--- src/rtl/sync_fifo_ext.sv ---
// sync_fifo_ext -- single-clock FIFO with selectable read mode and status flags.
//
// Parameters
//   DATA_WIDTH  data word width in bits
//   DEPTH       number of entries (power of two, >= 2)
//   FWFT        0: registered read (data_out updates one edge after an
//                  accepted read); 1: first-word-fall-through (head entry is
//                  presented on data_out whenever the FIFO is not empty)
//   AF_LEVEL    almost_full asserts when count >= AF_LEVEL   (1..DEPTH)
//   AE_LEVEL    almost_empty asserts when count <= AE_LEVEL  (0..DEPTH-1)
//
// Ports
//   clk, rst_n           rising-edge clock, synchronous active-low reset
//   cs                   chip select; with cs=0 nothing changes at all
//   wr_en, data_in       write request and data
//   rd_en, data_out      read request and data
//   clr_err              clears the sticky overflow/underflow flags
//   empty, full          occupancy is 0 / DEPTH
//   almost_empty/full    occupancy threshold flags
//   count                occupancy, 0..DEPTH
//   overflow, underflow  sticky: a write / read request was rejected
//
// All status outputs are decoded from registered state only, so there is no
// combinational path from cs/wr_en/rd_en to any flag.

module sync_fifo_ext #(
    parameter int DATA_WIDTH = 32,
    parameter int DEPTH      = 8,
    parameter int FWFT       = 0,
    parameter int AF_LEVEL   = DEPTH - 2,
    parameter int AE_LEVEL   = 2
) (
    input  logic                      clk,
    input  logic                      rst_n,
    input  logic                      cs,
    input  logic                      wr_en,
    input  logic                      rd_en,
    input  logic                      clr_err,
    input  logic [DATA_WIDTH-1:0]     data_in,
    output logic [DATA_WIDTH-1:0]     data_out,
    output logic                      empty,
    output logic                      full,
    output logic                      almost_empty,
    output logic                      almost_full,
    output logic [$clog2(DEPTH):0]    count,
    output logic                      overflow,
    output logic                      underflow
);

    localparam int AW = $clog2(DEPTH);

    // Thresholds narrowed to the count width (both legal ranges fit in AW+1 bits).
    localparam logic [AW:0] AF_THR = AF_LEVEL[AW:0];
    localparam logic [AW:0] AE_THR = AE_LEVEL[AW:0];

    // Decoded operation for the current cycle.
    typedef struct packed {
        logic rd;   // read accepted
        logic wr;   // write accepted
    } fifo_op_t;

    fifo_op_t op;

    // ------------------------------------------------------------------
    // State
    // ------------------------------------------------------------------
    logic [AW:0]           wptr_q, wptr_d;
    logic [AW:0]           rptr_q, rptr_d;
    logic [AW:0]           count_q, count_d;
    logic [DATA_WIDTH-1:0] dout_q, dout_d;
    logic                  ovf_q, ovf_d;
    logic                  unf_q, unf_d;

    // Storage is deliberately not reset; stale contents are masked by the
    // pointers (FWFT) or by the reset value of dout_q (registered mode).
    logic [DATA_WIDTH-1:0] mem_q [DEPTH];
    logic                  mem_we;
    logic [DATA_WIDTH-1:0] head;

    logic empty_w, full_w;

    // Pointer MSBs differ only when the write pointer has lapped the read
    // pointer, which distinguishes full from empty at equal low bits.
    assign empty_w = (wptr_q == rptr_q);
    assign full_w  = (wptr_q[AW] != rptr_q[AW]) && (wptr_q[AW-1:0] == rptr_q[AW-1:0]);

    assign head = mem_q[rptr_q[AW-1:0]];

    // ------------------------------------------------------------------
    // Accept logic
    // ------------------------------------------------------------------
    always_comb begin
        op    = '0;
        op.rd = cs & rd_en & ~empty_w;
        // A read in the same cycle frees the slot, so a full FIFO still
        // accepts a write when it is also being read.
        op.wr = cs & wr_en & (~full_w | op.rd);
    end

    // ------------------------------------------------------------------
    // Next-state
    // ------------------------------------------------------------------
    always_comb begin
        wptr_d  = wptr_q;
        rptr_d  = rptr_q;
        count_d = count_q;
        dout_d  = dout_q;
        ovf_d   = ovf_q;
        unf_d   = unf_q;

        if (op.wr) wptr_d = wptr_q + 1'b1;
        if (op.rd) rptr_d = rptr_q + 1'b1;

        case ({op.wr, op.rd})
            2'b10:   count_d = count_q + 1'b1;
            2'b01:   count_d = count_q - 1'b1;
            default: count_d = count_q;
        endcase

        // Registered-mode read data; in FWFT mode data_out bypasses this
        // register, which is then simply unobserved.
        if (op.rd) dout_d = head;

        // Sticky errors: clear first so a coincident set overrides it.
        if (cs) begin
            if (clr_err)              ovf_d = 1'b0;
            if (clr_err)              unf_d = 1'b0;
            if (wr_en && !op.wr)      ovf_d = 1'b1;
            if (rd_en && !op.rd)      unf_d = 1'b1;
        end
    end

    always_ff @(posedge clk) begin
        if (!rst_n) begin
            wptr_q  <= '0;
            rptr_q  <= '0;
            count_q <= '0;
            dout_q  <= '0;
            ovf_q   <= 1'b0;
            unf_q   <= 1'b0;
        end else begin
            wptr_q  <= wptr_d;
            rptr_q  <= rptr_d;
            count_q <= count_d;
            dout_q  <= dout_d;
            ovf_q   <= ovf_d;
            unf_q   <= unf_d;
        end
    end

    // Write is suppressed during reset so a request in the reset cycle is
    // aborted rather than landing in memory behind a cleared pointer.
    assign mem_we = rst_n & op.wr;

    always_ff @(posedge clk) begin
        if (mem_we) mem_q[wptr_q[AW-1:0]] <= data_in;
    end

    // ------------------------------------------------------------------
    // Outputs
    // ------------------------------------------------------------------
    always_comb begin
        if (FWFT != 0) data_out = empty_w ? '0 : head;
        else           data_out = dout_q;
    end

    assign empty        = empty_w;
    assign full         = full_w;
    assign count        = count_q;
    assign almost_empty = (count_q <= AE_THR);
    assign almost_full  = (count_q >= AF_THR);
    assign overflow     = ovf_q;
    assign underflow    = unf_q;

endmodule

--- config.mk ---
export PLATFORM = sky130hd
export DESIGN_NAME = sync_fifo_ext
export DESIGN_NICKNAME = d
export VERILOG_FILES = /design/src/rtl/sync_fifo_ext.sv
export SDC_FILE = /design/constraint.sdc
export NUM_CORES = 1
export LEC_CHECK = 0
export CAP_MARGIN = 20
export CORE_MARGIN = 3
export CORE_UTILIZATION = 43
export DETAILED_ROUTE_END_ITERATION = 8
export PLACE_DENSITY_LB_ADDON = 0.2
export SETUP_SLACK_MARGIN = 0.02
export SLEW_MARGIN = 10
export SYNTH_ARGS = -nofsm -noshare
export SYNTH_HDL_FRONTEND = slang
export SYNTH_SLANG_ARGS = --single-unit
--- constraint.sdc ---
create_clock -name clk -period 5.38 [get_ports clk]
set_input_delay 1.345 -clock clk [delete_from_list [all_inputs] [get_ports clk]]
set_output_delay 1.345 -clock clk [all_outputs]
set_load 0.01 [all_outputs]
==> Word-level counts from Yosys, hierarchy flattened <==
Memory sizes are Yosys's and may differ from the RTL's. A register that Yosys moved wholly into a read port is not among the register bits.
Index checks and enable logic that the tools add are counted.
{ "totals": {"reg_bits": 14, "ram_bits": 256, "out_inout_bits": 42, "wordCells": 42, "memories": 1} }
{ "mem_list": {"columns": ["memory", "depth", "width", "read_ports", "rd_clocked_by_memory_dff", "write_ports", "line", "source"], "rows": [
  ["mem_q", 8, 32, 1, 1, 1, "76", "logic [DATA_WIDTH-1:0] mem_q [DEPTH];"]
]} }
{ "classes": {"add_sub_neg": 4, "magnitude_cmp": 2, "eq_ne": 5, "mux": 6, "n_bitwise": 8, "n_reduce_logical": 11} }
{ "op_table": {"columns": ["op", "count"], "rows": [
  ["adder 4 x 1 -> 4 bit (second input constant)", 3],
  ["case mux 4 bit (2 select lines)", 1],
  ["nonzero test 2 bit", 3],
  ["AND 1 bit", 5],
  ["two-way mux 1 bit", 5],
  ["equality test 4 bit", 1],
  ["greater-or-equal comparator 4 x 3 -> 1 bit (second input constant)", 1],
  ["less-or-equal comparator 4 x 2 -> 1 bit (second input constant)", 1],
  ["AND reduction 2 bit", 2],
  ["subtractor 4 x 1 -> 4 bit (second input constant)", 1],
  ["equality test 3 bit", 1],
  ["logical AND 1 bit", 3],
  ["zero test 1 bit", 3],
  ["equality test 2 x 1 -> 1 bit (second input constant)", 1],
  ["equality test 2 bit (second input constant)", 1],
  ["inverter 1 bit", 2],
  ["!= test 1 bit", 1],
  ["bitwise OR 1 bit", 1]
]} }

==> Logic depth before layout (Yosys ltp) <==
Gate-level depths: netlist of run 1.
{ "logic_depth": {"depth_word": 9, "ltp_mapped": 12, "mapped_depth_nobuf": 10} }

==> Least setup slack after synthesis of run 1 <==
OpenSTA, ideal clock, no wires.
{ "synth_timing": {"kind": "input to register", "startpoint": "input port wr_en", "endpoint": "memory mem_q[0][0], enable pin", "arrival_time_ns": 4.913, "required_ns": 4.878, "path_slack_ns": -0.035, "path_stages": 4, "path_cell_list": "nand2_1 -> o21bai_2 -> buf_2 -> nor4_1"} }
{ "synth_via": {"elab_chain_cells": 5} }
{ "synth_rtl": {"columns": ["item", "line", "source"], "rows": [
  ["from (decl)", "36", "input logic wr_en,"],
  ["AND 1 bit (2 in a row)", "97", "op.wr = cs & wr_en & (~full_w | op.rd);"],
  ["AND 1 bit", "153", "assign mem_we = rst_n & op.wr;"],
  ["two-way mux 1 bit", "156", "if (mem_we) mem_q[wptr_q[AW-1:0]] <= data_in;"],
  ["two-way mux 1 bit (implied by the code)", "156", null],
  ["to (decl)", "76", null]
]} }
Every way passes these cells.

==> Final worst setup path of run 1 <==
{ "layout_timing": {"startpoint": "register rptr_q[0]", "endpoint": "output port empty"} }
{ "layout_via": {"elab_chain_cells": 1} }
{ "layout_rtl": {"columns": ["item", "line", "source"], "rows": [
  ["from (decl)", "68", "logic [AW:0] rptr_q, rptr_d;"],
  ["from (signal assigned)", "143", "rptr_q <= rptr_d;"],
  ["equality test 4 bit", "84", "assign empty_w = (wptr_q == rptr_q);"],
  ["to (decl)", "41", "output logic empty,"]
]} }
Every way passes these cells.

==> results of run 1 <==
==> power by group through the flow <==
stage          clock (mW)  sequential, mW  combinational (mW)
2_1_floorplan           0            2.64               0.144
3_3_place_gp            0            2.64               0.255
3_5_place_dp            0            2.65               0.260
4_1_cts              2.08            2.60               0.261
5_1_grt              2.17            2.60               0.280
6_report             2.01            2.59               0.256
==> routing by layer <==
| layer | GRT usage, % | up-vias | wire length (microns) |
|---|---|---|---|
| met5 | 0 | - | 13 |
| met4 | 3.49 | 2 | 349 |
| li1 | - | 2553 | - |
| met2 | 25.3 | 114 | 10700 |
| met1 | 21.2 | 2889 | 9650 |
| met3 | 2.67 | 30 | 935 |
==> layout by cell type, fill, tap and decap left out, types with 3 or more instances in the layout <==
cell and instances:
ha_1 4, nand2_1 45, xnor2_1 8, clkbuf_16 31, a21oi_1 3, mux2i_1 35, mux4_2 64, clkinv_2 8
nor3_2 6, clkbuf_1 6, clkbuf_8 3, buf_4 17, and2_1 5, edfxtp_1 256, nand3_1 6, o211a_1 33
dfxtp_1 43, nand2b_1 5, clkdlybuf4s50_1 78, inv_1 4
==> worst max-delay path, cell delays in order, from the launching register on <==
cell	delay, ns
dfxtp_4	0.80
xnor2_2	0.27
and4_1	0.34
clkdlybuf4s50_1	0.56
==> kinds of logic after synthesis <==
| group | synth area share [%] |
|---|---|
| AOI/OAI and AO/OA | 4.03 |
| xor gates and xnor gates | 1.03 |
| adders and majority gates | 0.602 |
| buffers and inverters | 1.79 |
| DFF | 74.0 |
| muxes | 15.4 |
| and+or+nand+nor | 3.15 |
==> how the worst max path moves through the flow <==
stage	slack [ns]	to	cells past startpoint	from
floorplan	-0.04	mem_q[0][0]$_DFFE_PP_	4	wr_en
global route	1.35	empty	3	rptr_q[0]$_SDFFE_PN0P_
finish	1.52	empty	3	rptr_q[0]$_SDFFE_PN0P_
detailed placement	1.71	count[3]$_SDFFE_PN0P_	10	rd_en
CTS	1.43	empty	3	rptr_q[0]$_SDFFE_PN0P_
global placement	1.80	count[3]$_SDFFE_PN0P_	10	rd_en
==> Yosys cell counts, drive strengths merged, types with 2 or more instances <==
library cell | count | area (sq um)
nand2 | 45 | 169
inv | 5 | 18.8
mux4 | 64 | 1440
nor4 | 2 | 12.5
xor2 | 2 | 17.5
o21a | 2 | 15.0
mux2i | 35 | 350
nand2b | 5 | 31.3
and2 | 5 | 31.3
xnor2 | 10 | 103
nor3 | 8 | 40.0
nor2b | 2 | 12.5
buf | 24 | 150
ha | 4 | 50.1
o211a | 33 | 330
edfxtp | 256 | 7690
nand4 | 2 | 12.5
a21oi | 3 | 15.0
clkbuf | 10 | 38.8
o21ai | 3 | 15.0
nand3 | 6 | 30.0
a211oi | 2 | 27.5
dfxtp | 46 | 921
==> stage by stage <==
step,power (mW),instance area (sq um),worst slack (ns)
global placement,2.90,12800,1.80
CTS,4.93,13800,1.43
floorplan,2.78,11600,-0.0350
detailed placement,2.91,12800,1.71
global route,5.05,13800,1.35
finish,4.86,13800,1.52
==> final cells by class <==
cell class / count / area, sq um
Clock inverter: 14 / 126
Timing Repair Buffer: 96 / 913
Antenna cell: 1 / 2.50
Tap cell: 335 / 419
Clock buffer: 40 / 840
Inverter: 5 / 18.8
Fill cell: 2097 / 12500
Sequential cell: 302 / 8620
Multi-Input combinational cell: 245 / 2870
==> sequential cells by signal, indices dropped and copies added, names as in the netlist <==
register / cells
data_out: 32
wptr_q: 4
overflow: 1
count: 4
mem_q: 256
rptr_q: 4
underflow: 1
==> summary.md, run 1 <==
| Metric | Value |
|---|---|
| Status | finished, final reports clean |
| Max Slew Vio Count | 0 |
| Post-Syn Area | 11,600 sq um |
| Post-placement cell count | 983 |
| Area delta synth->final | 18.7% |
| Fin. Hold Viols | 0 |
| PwrDens | 352 nW/um^2 |
| WP data arrival | 2.52 ns |
| All-Layer GR Usage | 15.2% |
| CTS tree | built |
| Grt total ovfl | 0 |
| I/O Buffers | 79 |
| Syn avg cell area | 19.9 sq um |
| Max IR drop VDD | 0.182 mV |
| RSZ-0062 raised after global routing | false |
| Slew margin rel. | 34.5% |
| Die X-Extent | 170 microns |
| Pint | 3.89 mW |
| Worst reg2reg setup slack | 2.64 ns |
| Worst-path clk slew | 0.06 ns |
| R2r endpoint | mem_q[5][3]$_DFFE_PP_ |
| EDFF count, synth | 256 |
| Nets@finish | 723 |
| Num CTS Buffers | 30 |
| Total wire length | 21,700 microns |
| Combinational share of power | 5.3% |
| Share of cells above drive strength 1 | 20.7% |
| Setup Fix Bufs, Post-CTS | 0 |
| H-tree depth reported by CTS | 1 |
| R2R depth | 5 |
| Largest net degree at the start of global routing | 69 |
| Crit start category | flop |
| First-pass GRT wire length | 34,100 microns |
| Switching share of power | 19.9% |
| RD Place Congestion | 0.740 |
| Most used flip-flop cell after synthesis | edfxtp_1 |
| Die height | 170 microns |
| Layout Skew | 0.00700 ns |
| Seq cells post-synth | 302 |
| R2r startpoint | rptr_q[0]$_SDFFE_PN0P_ |
| Standby leakage power | 4.65 nW |
| DR DRC count | 0 |
| Post-synthesis cell type count | 43 |
| Vias in the first global route | 5,945 |
| Die area | 29,100 sq um |
| Post-layout min period | 3.86 ns |
| Psw | 969 uW |
| Largest fanout on the critical path | 33 |
| Initial core utilization | 44.1% |
| Antenna Violating Nets Remaining | 0 |
| Synthesized netlist cell count | 586 |
| Sequential Power Share | 53.4% |
| Critical path type | reg -> out |
| Floorplan row count | 59 |
| Initial antenna violation count | 2 |
| Crit. End Element | output pin |
| Hold Path Class | reg -> reg |
| Yosys Warn Count | 0 |
| Critical Path RT | 4.03 ns |
| Vias/cell | 5.38 |
| Post-cts hold buffer count | 0 |
| Sequential share of the synthesized area | 74.0% |
| Initial detailed-routing violation count | 333 |
| Core ar. | 26,400 sq um |
| Clk_lat worst skew | 0.54 ns |
| Final Hold Slack | 0.464 ns |
| Worst Hold End | underflow$_SDFFE_PN0P_ |
| I/O pin cnt | 80 |
| Fin crit share | 71.8% |
| Worst-Margin Slew | 0.982 ns |
| Hold Crit Depth | 2 |
| Max frequency | 259 MHz |
| Resized Gates After CTS | 0 |
| Core Util, Final | 52.4% |
| Final cell count without fillers | 1,038 |
| Clk pwr share | 41.3% |
| Clk sink count | 302 |
| Wirelength per Cell | 20.9 microns |
| Final setup fails | 0 |
| Hold Crit Start | underflow$_SDFFE_PN0P_ |
| Max cap viols | 0 |
| Syn_nets | 629 |
| Root buf cell | clkbuf_16 |
| Setup tns final | 0 ns |
| Ys async rst share | 0% |
| Initial DRT Pass Iterations | 4 |
| Clock Path Buffers | 3 |
| Post-DP HPWL | 12,200 microns |
| DR vias | 5,588 |
Note: power is estimated with default switching activity, not from simulation.
==> run 2: changes to the inputs <==
clock period = 3.4 ns   (was 5.38 ns; I/O delays follow)
==> run 2 against run 1 <==
  * Via count is 2.4% higher
  * Utilization up 0.92 points
  * Die area stayed put
  * Final cell count increased by 1.2%
  * Critical path depth did not move
==> summary.md, run 2 (synthesis results as in run 1) <==
| Metric | Value |
|---|---|
| Slew margin rel. | 33.6% (was 34.5%) |
| Wirelength per Cell | 21.3 microns (was 20.9 microns) |
| Num CTS Buffers | 34 (was 30) |
| Final Hold Slack | 0.452 ns (was 0.464 ns) |
| Root buf cell | clkbuf_16 (unchanged) |
| I/O pin cnt | 80 (unchanged) |
| Commonest non-fill, non-tap cells in the layout | edfxtp_1, clkdlybuf4s50_1, mux4_2 (unchanged) |
| Max Slew Vio Count | 0 (unchanged) |
| Hold Path Class | reg -> reg (unchanged) |
| Vias in the first global route | 6,107 (was 5,945) |
| Max IR drop VDD | 0.392 mV (was 0.182 mV) |
| Grt total ovfl | 0 (unchanged) |
| Critical path type | reg -> out (unchanged) |
| Bufs and invs on worst path | 1 (unchanged) |
| CTS tree | built (unchanged) |
| Final cell count without fillers | 1,050 (was 1,038) |
| Commonest non-fill, non-tap cell in the layout | edfxtp_1 (unchanged) |
| Floorplan row count | 59 (unchanged) |
| Clock Path Buffers | 3 (unchanged) |
| Layout Skew | 0.0132 ns (was 0.00700 ns) |
| Initial detailed-routing violation count | 342 (was 333) |
| Largest fanout on the critical path | 9 (was 33) |
| PwrDens | 581 nW/um^2 (was 352 nW/um^2) |
| Worst-Margin Slew | 0.996 ns (was 0.982 ns) |
| I/O Buffers | 79 (unchanged) |
| H-tree depth reported by CTS | 2 (was 1) |
| First-pass GRT wire length | 35,500 microns (was 34,100 microns) |
| Post-cts hold buffer count | 0 (unchanged) |
| Die height | 170 microns (unchanged) |
| RSZ-0062 raised after global routing | false (unchanged) |
| Largest net degree at the start of global routing | 69 (unchanged) |
| Worst-path clk slew | 0.06 ns (about the same) |
| Crit-path max cell delay | 0.64 ns (was 0.80 ns) |
| Crit. End Element | output pin (unchanged) |
| Nets@finish | 732 (was 723) |
| Share of cells above drive strength 1 | 21.4% (was 20.7%) |
| Resized Gates After CTS | 0 (unchanged) |
| N_diodes | 0 (was 1) |
| Fin. Hold Viols | 0 (unchanged) |
| Crit path cell chain | xnor2_2 > and4_1 > clkdlybuf4s50_1 (unchanged) |
| Critical Path RT | 2.55 ns (was 4.03 ns) |
| Status | finished, final reports clean (unchanged) |
| Die area | 29,100 sq um (unchanged) |
| Standby leakage power | 4.76 nW (was 4.65 nW) |
| Total wire length | 22,400 microns (was 21,700 microns) |
| DR vias | 5,721 (was 5,588) |
| Clk_lat worst skew | 0.49 ns (was 0.54 ns) |
| CP max-delay cell | dfxtp_1 (was dfxtp_4) |
| Antenna Violating Nets Remaining | 0 (unchanged) |
| Setup Fix Bufs, Post-CTS | 0 (unchanged) |
| Clk sink count | 302 (unchanged) |
| Largest delay contributor family on the critical path | flip-flops (unchanged) |
| Core ar. | 26,400 sq um (unchanged) |
| Post-layout min period | 3.13 ns |
| Die X-Extent | 170 microns (unchanged) |
| Final setup fails | 0 (unchanged) |
| Initial core utilization | 44.1% (unchanged) |
| Initial DRT Pass Iterations | 4 (unchanged) |
| Core Util, Final | 53.3% (was 52.4%) |
| Post-placement cell count | 988 (was 983) |
| Initial antenna violation count | 0 (was 2) |
| RD Place Congestion | 0.727 (was 0.740) |
| Vias/cell | 5.45 (was 5.38) |
| Max frequency | 319 MHz |
| DR DRC count | 0 (unchanged) |
| Fillcell total | 2,054 (was 2,097) |
| Fin crit share | 92.2% |
| All-Layer GR Usage | 16.0% (was 15.2%) |
| Area delta synth->final | 20.8% (was 18.7%) |
| Max cap viols | 0 (unchanged) |
| Post-DP HPWL | 12,700 microns (was 12,200 microns) |
| Max reg flops | 256 (unchanged) |
| WP data arrival | 2.28 ns (was 2.52 ns) |
| Crit start category | flop (unchanged) |
run 2: cell types whose count changed in the layout (fill, tap and decap cells not counted), moves of 2 or more:
cell / change
clkinv_2: -2
clkinv_1: +5
clkbuf_8: -3
bufinv_16: +2
nor4_4: +2
buf_4: +4
clkbuf_16: +6
nor4_2: -2
run 2: worst paths after layout:
kind / endpoint / slack, ns / cells after the start / start
hold reg to reg: underflow$_SDFFE_PN0P_ / 0.45 / 2 / underflow$_SDFFE_PN0P_
setup / recovery: empty / 0.27 / 3 / wptr_q[0]$_SDFFE_PN0P_
setup reg to reg: mem_q[6][30]$_DFFE_PP_ / 0.82 / 5 / wptr_q[0]$_SDFFE_PN0P_
hold / removal: underflow$_SDFFE_PN0P_ / 0.45 / 2 / underflow$_SDFFE_PN0P_
run 2: per-stage QoR:
step,power [mW],cell area [sq um],setup WS (ns),TNS (ns)
after floorplan,4.41,11600,-0.632,-134.03
after global placement,4.59,12900,0.323,0
after detailed placement,4.60,12900,0.221,0
after CTS,8.27,14000,0.270,0
after global routing,8.47,14000,0.190,0
final,8.16,14000,0.267,0
run 2: where the power goes:
part           internal (mW)  leakage (nW)  total (mW)  switching, mW
clock network           2.28         0.563        3.65           1.36
logic                  0.216          1.52       0.426          0.210
registers               4.06          2.68        4.09         0.0291
run 2: worst min-delay path, cell delays in order (launching register included):
cell	delay [ns]
dfxtp_1	0.31
nand2_1	0.05
a21boi_1	0.05
run 2: area by class of cell:
| type | count | area (sq um) | area share, % |
|---|---|---|---|
| Clock inverter | 19 | 194 | 1.38 |
| Tap cell | 335 | 419 | 2.98 |
| Multi-Input combinational cell | 245 | 2890 | 20.6 |
| Sequential cell | 302 | 8620 | 61.3 |
| Clock buffer | 43 | 948 | 6.75 |
| Inverter | 5 | 18.8 | 0.134 |
| Timing Repair Buffer | 101 | 963 | 6.86 |
run 2: per-layer routing:
layer	vias to the layer above	part of all wire, %	global-route usage [%]
met3	36	4.6	2.90
li1	2578	-	-
met2	137	48	26.1
met5	-	0	0
met1	2970	46	22.7
met4	0	1.6	3.95
==> run 3: changes to the inputs <==
REMOVE_ABC_BUFFERS = 1   (was default)
TNS_END_PERCENT = 100   (was default)
==> run 3 against run 2 <==
  * Die area unchanged
  * Final cell count about the same
  * Critical endpoint unchanged
  * Largest power group unchanged
  * Count of clock-buffer cells in the layout up 5
  * Sequential power about the same
  * Utilization up 0.071 points
==> summary.md, run 3 (synthesis results as in run 1) <==
| Metric | Value |
|---|---|
| Status | finished, final reports clean (unchanged) |
| Initial core utilization | 44.1% (unchanged) |
| Clk sink count | 302 (unchanged) |
| Resized Gates After CTS | 0 (unchanged) |
| Initial detailed-routing violation count | 463 (was 342) |
| DR vias | 5,672 (was 5,721) |
| Max Slew Vio Count | 0 (unchanged) |
| Grt total ovfl | 0 (unchanged) |
| Power Total | 8.08 mW (was 8.16 mW) |
| Max IR drop VDD | 0.407 mV (was 0.392 mV) |
| Clk_lat worst skew | 0.50 ns (was 0.49 ns) |
| N_diodes | 0 (unchanged) |
| Nets@finish | 732 (unchanged) |
| Commonest non-fill, non-tap cell in the layout | edfxtp_1 (unchanged) |
| Setup tns final | 0 ns (unchanged) |
| Setup Fix Bufs, Post-CTS | 0 (unchanged) |
| I/O pin cnt | 80 (unchanged) |
| Wirelength per Cell | 21.1 microns (was 21.3 microns) |
| Max cap viols | 0 (unchanged) |
| Fin crit share | 91.1% (was 92.2%) |
| Share of cells above drive strength 1 | 21.3% (was 21.4%) |
| Die area | 29,100 sq um (unchanged) |
| Layout Skew | 0.0185 ns (was 0.0132 ns) |
| Critical path type | reg -> out (unchanged) |
| Final cell count without fillers | 1,049 (was 1,050) |
| Initial antenna violation count | 0 (unchanged) |
| Core Util, Final | 53.4% (was 53.3%) |
| Total wire length | 22,100 microns (was 22,400 microns) |
| Largest fanout on the critical path | 6 (was 9) |
| Standby leakage power | 4.76 nW (about the same) |
| Die height | 170 microns (unchanged) |
| Max frequency | 323 MHz (was 319 MHz) |
| Core ar. | 26,400 sq um (unchanged) |
| Hold Crit Start | underflow$_SDFFE_PN0P_ (unchanged) |
| Max reg flops | 256 (unchanged) |
| Worst-Margin Slew | 1.02 ns (was 0.996 ns) |
| DR DRC count | 0 (unchanged) |
| I/O Buffers | 79 (unchanged) |
| Multi-input logic area | 2870 sq um (was 2890 sq um) |
| Crit. End Element | output pin (unchanged) |
| Largest net degree at the start of global routing | 69 (unchanged) |
| Critical Path RT | 2.55 ns (about the same) |
| All-Layer GR Usage | 15.7% (was 16.0%) |
| RD Place Congestion | 0.759 (was 0.727) |
| Root buf cell | clkbuf_16 (unchanged) |
| Fin. Hold Viols | 0 (unchanged) |
| Commonest non-fill, non-tap cells in the layout | edfxtp_1, clkdlybuf4s50_1, mux4_2 (unchanged) |
| Area delta synth->final | 20.9% (was 20.8%) |
| Initial DRT Pass Iterations | 6 (was 4) |
| CTS tree | built (unchanged) |
| First-pass GRT wire length | 34,600 microns (was 35,500 microns) |
| PwrDens | 574 nW/um^2 (was 581 nW/um^2) |
| Register area | 8620 sq um (unchanged) |
| Antenna Violating Nets Remaining | 0 (unchanged) |
| Crit start category | flop (unchanged) |
| Post-DP HPWL | 12,300 microns (was 12,700 microns) |
| Fillcell total | 2,061 (was 2,054) |
| H-tree depth reported by CTS | 2 (unchanged) |
| Vias/cell | 5.41 (was 5.45) |
| WP data arrival | 2.25 ns (was 2.28 ns) |
| Worst-path clk slew | 0.05 ns (was 0.06 ns) |
| Floorplan row count | 59 (unchanged) |
| Hold Path Class | reg -> reg (unchanged) |
| Clock Path Buffers | 3 (unchanged) |
| Post-cts hold buffer count | 0 (unchanged) |
| Post-placement cell count | 988 (unchanged) |
| Slew margin rel. | 31.9% (was 33.6%) |
| R2r startpoint | wptr_q[2]$_SDFFE_PN0P_ (was wptr_q[0]$_SDFFE_PN0P_) |
| Num CTS Buffers | 34 (unchanged) |
| Vias in the first global route | 6,078 (was 6,107) |
| Die X-Extent | 170 microns (unchanged) |
| Worst Setup SP | wptr_q[2]$_SDFFE_PN0P_ (was wptr_q[0]$_SDFFE_PN0P_) |
| RSZ-0062 raised after global routing | false (unchanged) |
| Final setup fails | 0 (unchanged) |
| Post-layout min period | 3.10 ns (was 3.13 ns) |
| Final Hold Slack | 0.470 ns (was 0.452 ns) |
## run 3: cell types whose count changed in the layout (fill, tap and decap cells not counted), moves of 3 or more
cell	before	now
clkbuf_8	0	4
clkinv_1	7	4
buf_4	21	15
buf_12	1	7
clkbuf_1	6	9
## run 3: final cells by class
cell class                 count  area share, %
sequential                   302           61.3
inverter                       5          0.133
clock buffer                  48           6.86
clock inverter                13          0.987
timing repair buffer         101           7.38
multi-input combinational    245           20.4
tap                          335           2.98
## run 3: worst paths after layout
kind,endpoint,slack (ns),depth (start not counted)
max reg2reg,count[3]$_SDFFE_PN0P_,0.93,9
max,empty,0.30,3
min reg2reg,underflow$_SDFFE_PN0P_,0.47,2
min,underflow$_SDFFE_PN0P_,0.47,2
## run 3: layer usage
layer  up-vias  track usage (%)  wire length (microns)
met5         -                0                      0
met1      2902             21.7                   9590
met4         0             4.06                    288
li1       2580                -                      -
met3        23             3.21                   1510
met2       167             25.7                  10700
## run 3: worst max-delay path, stage by stage, from the launching register on
cell and delay, ns:
dfxtp_1 0.37, xnor2_1 0.47, and4_1 0.36, clkdlybuf4s50_1 0.56
## run 3: through the flow
stage               instance area, sq um  setup slack (ns)
floorplan                          11400             -3.88
global placement                   13000             0.320
detailed placement                 13000             0.201
CTS                                14100             0.302
global route                       14100             0.154
finish                             14100             0.301
## run 3: power by group
part / internal, mW / switching [mW] / leakage [nW]
clock: 2.20 / 1.36 / 0.543
sequential: 4.06 / 0.0291 / 2.68
combinational: 0.219 / 0.206 / 1.53
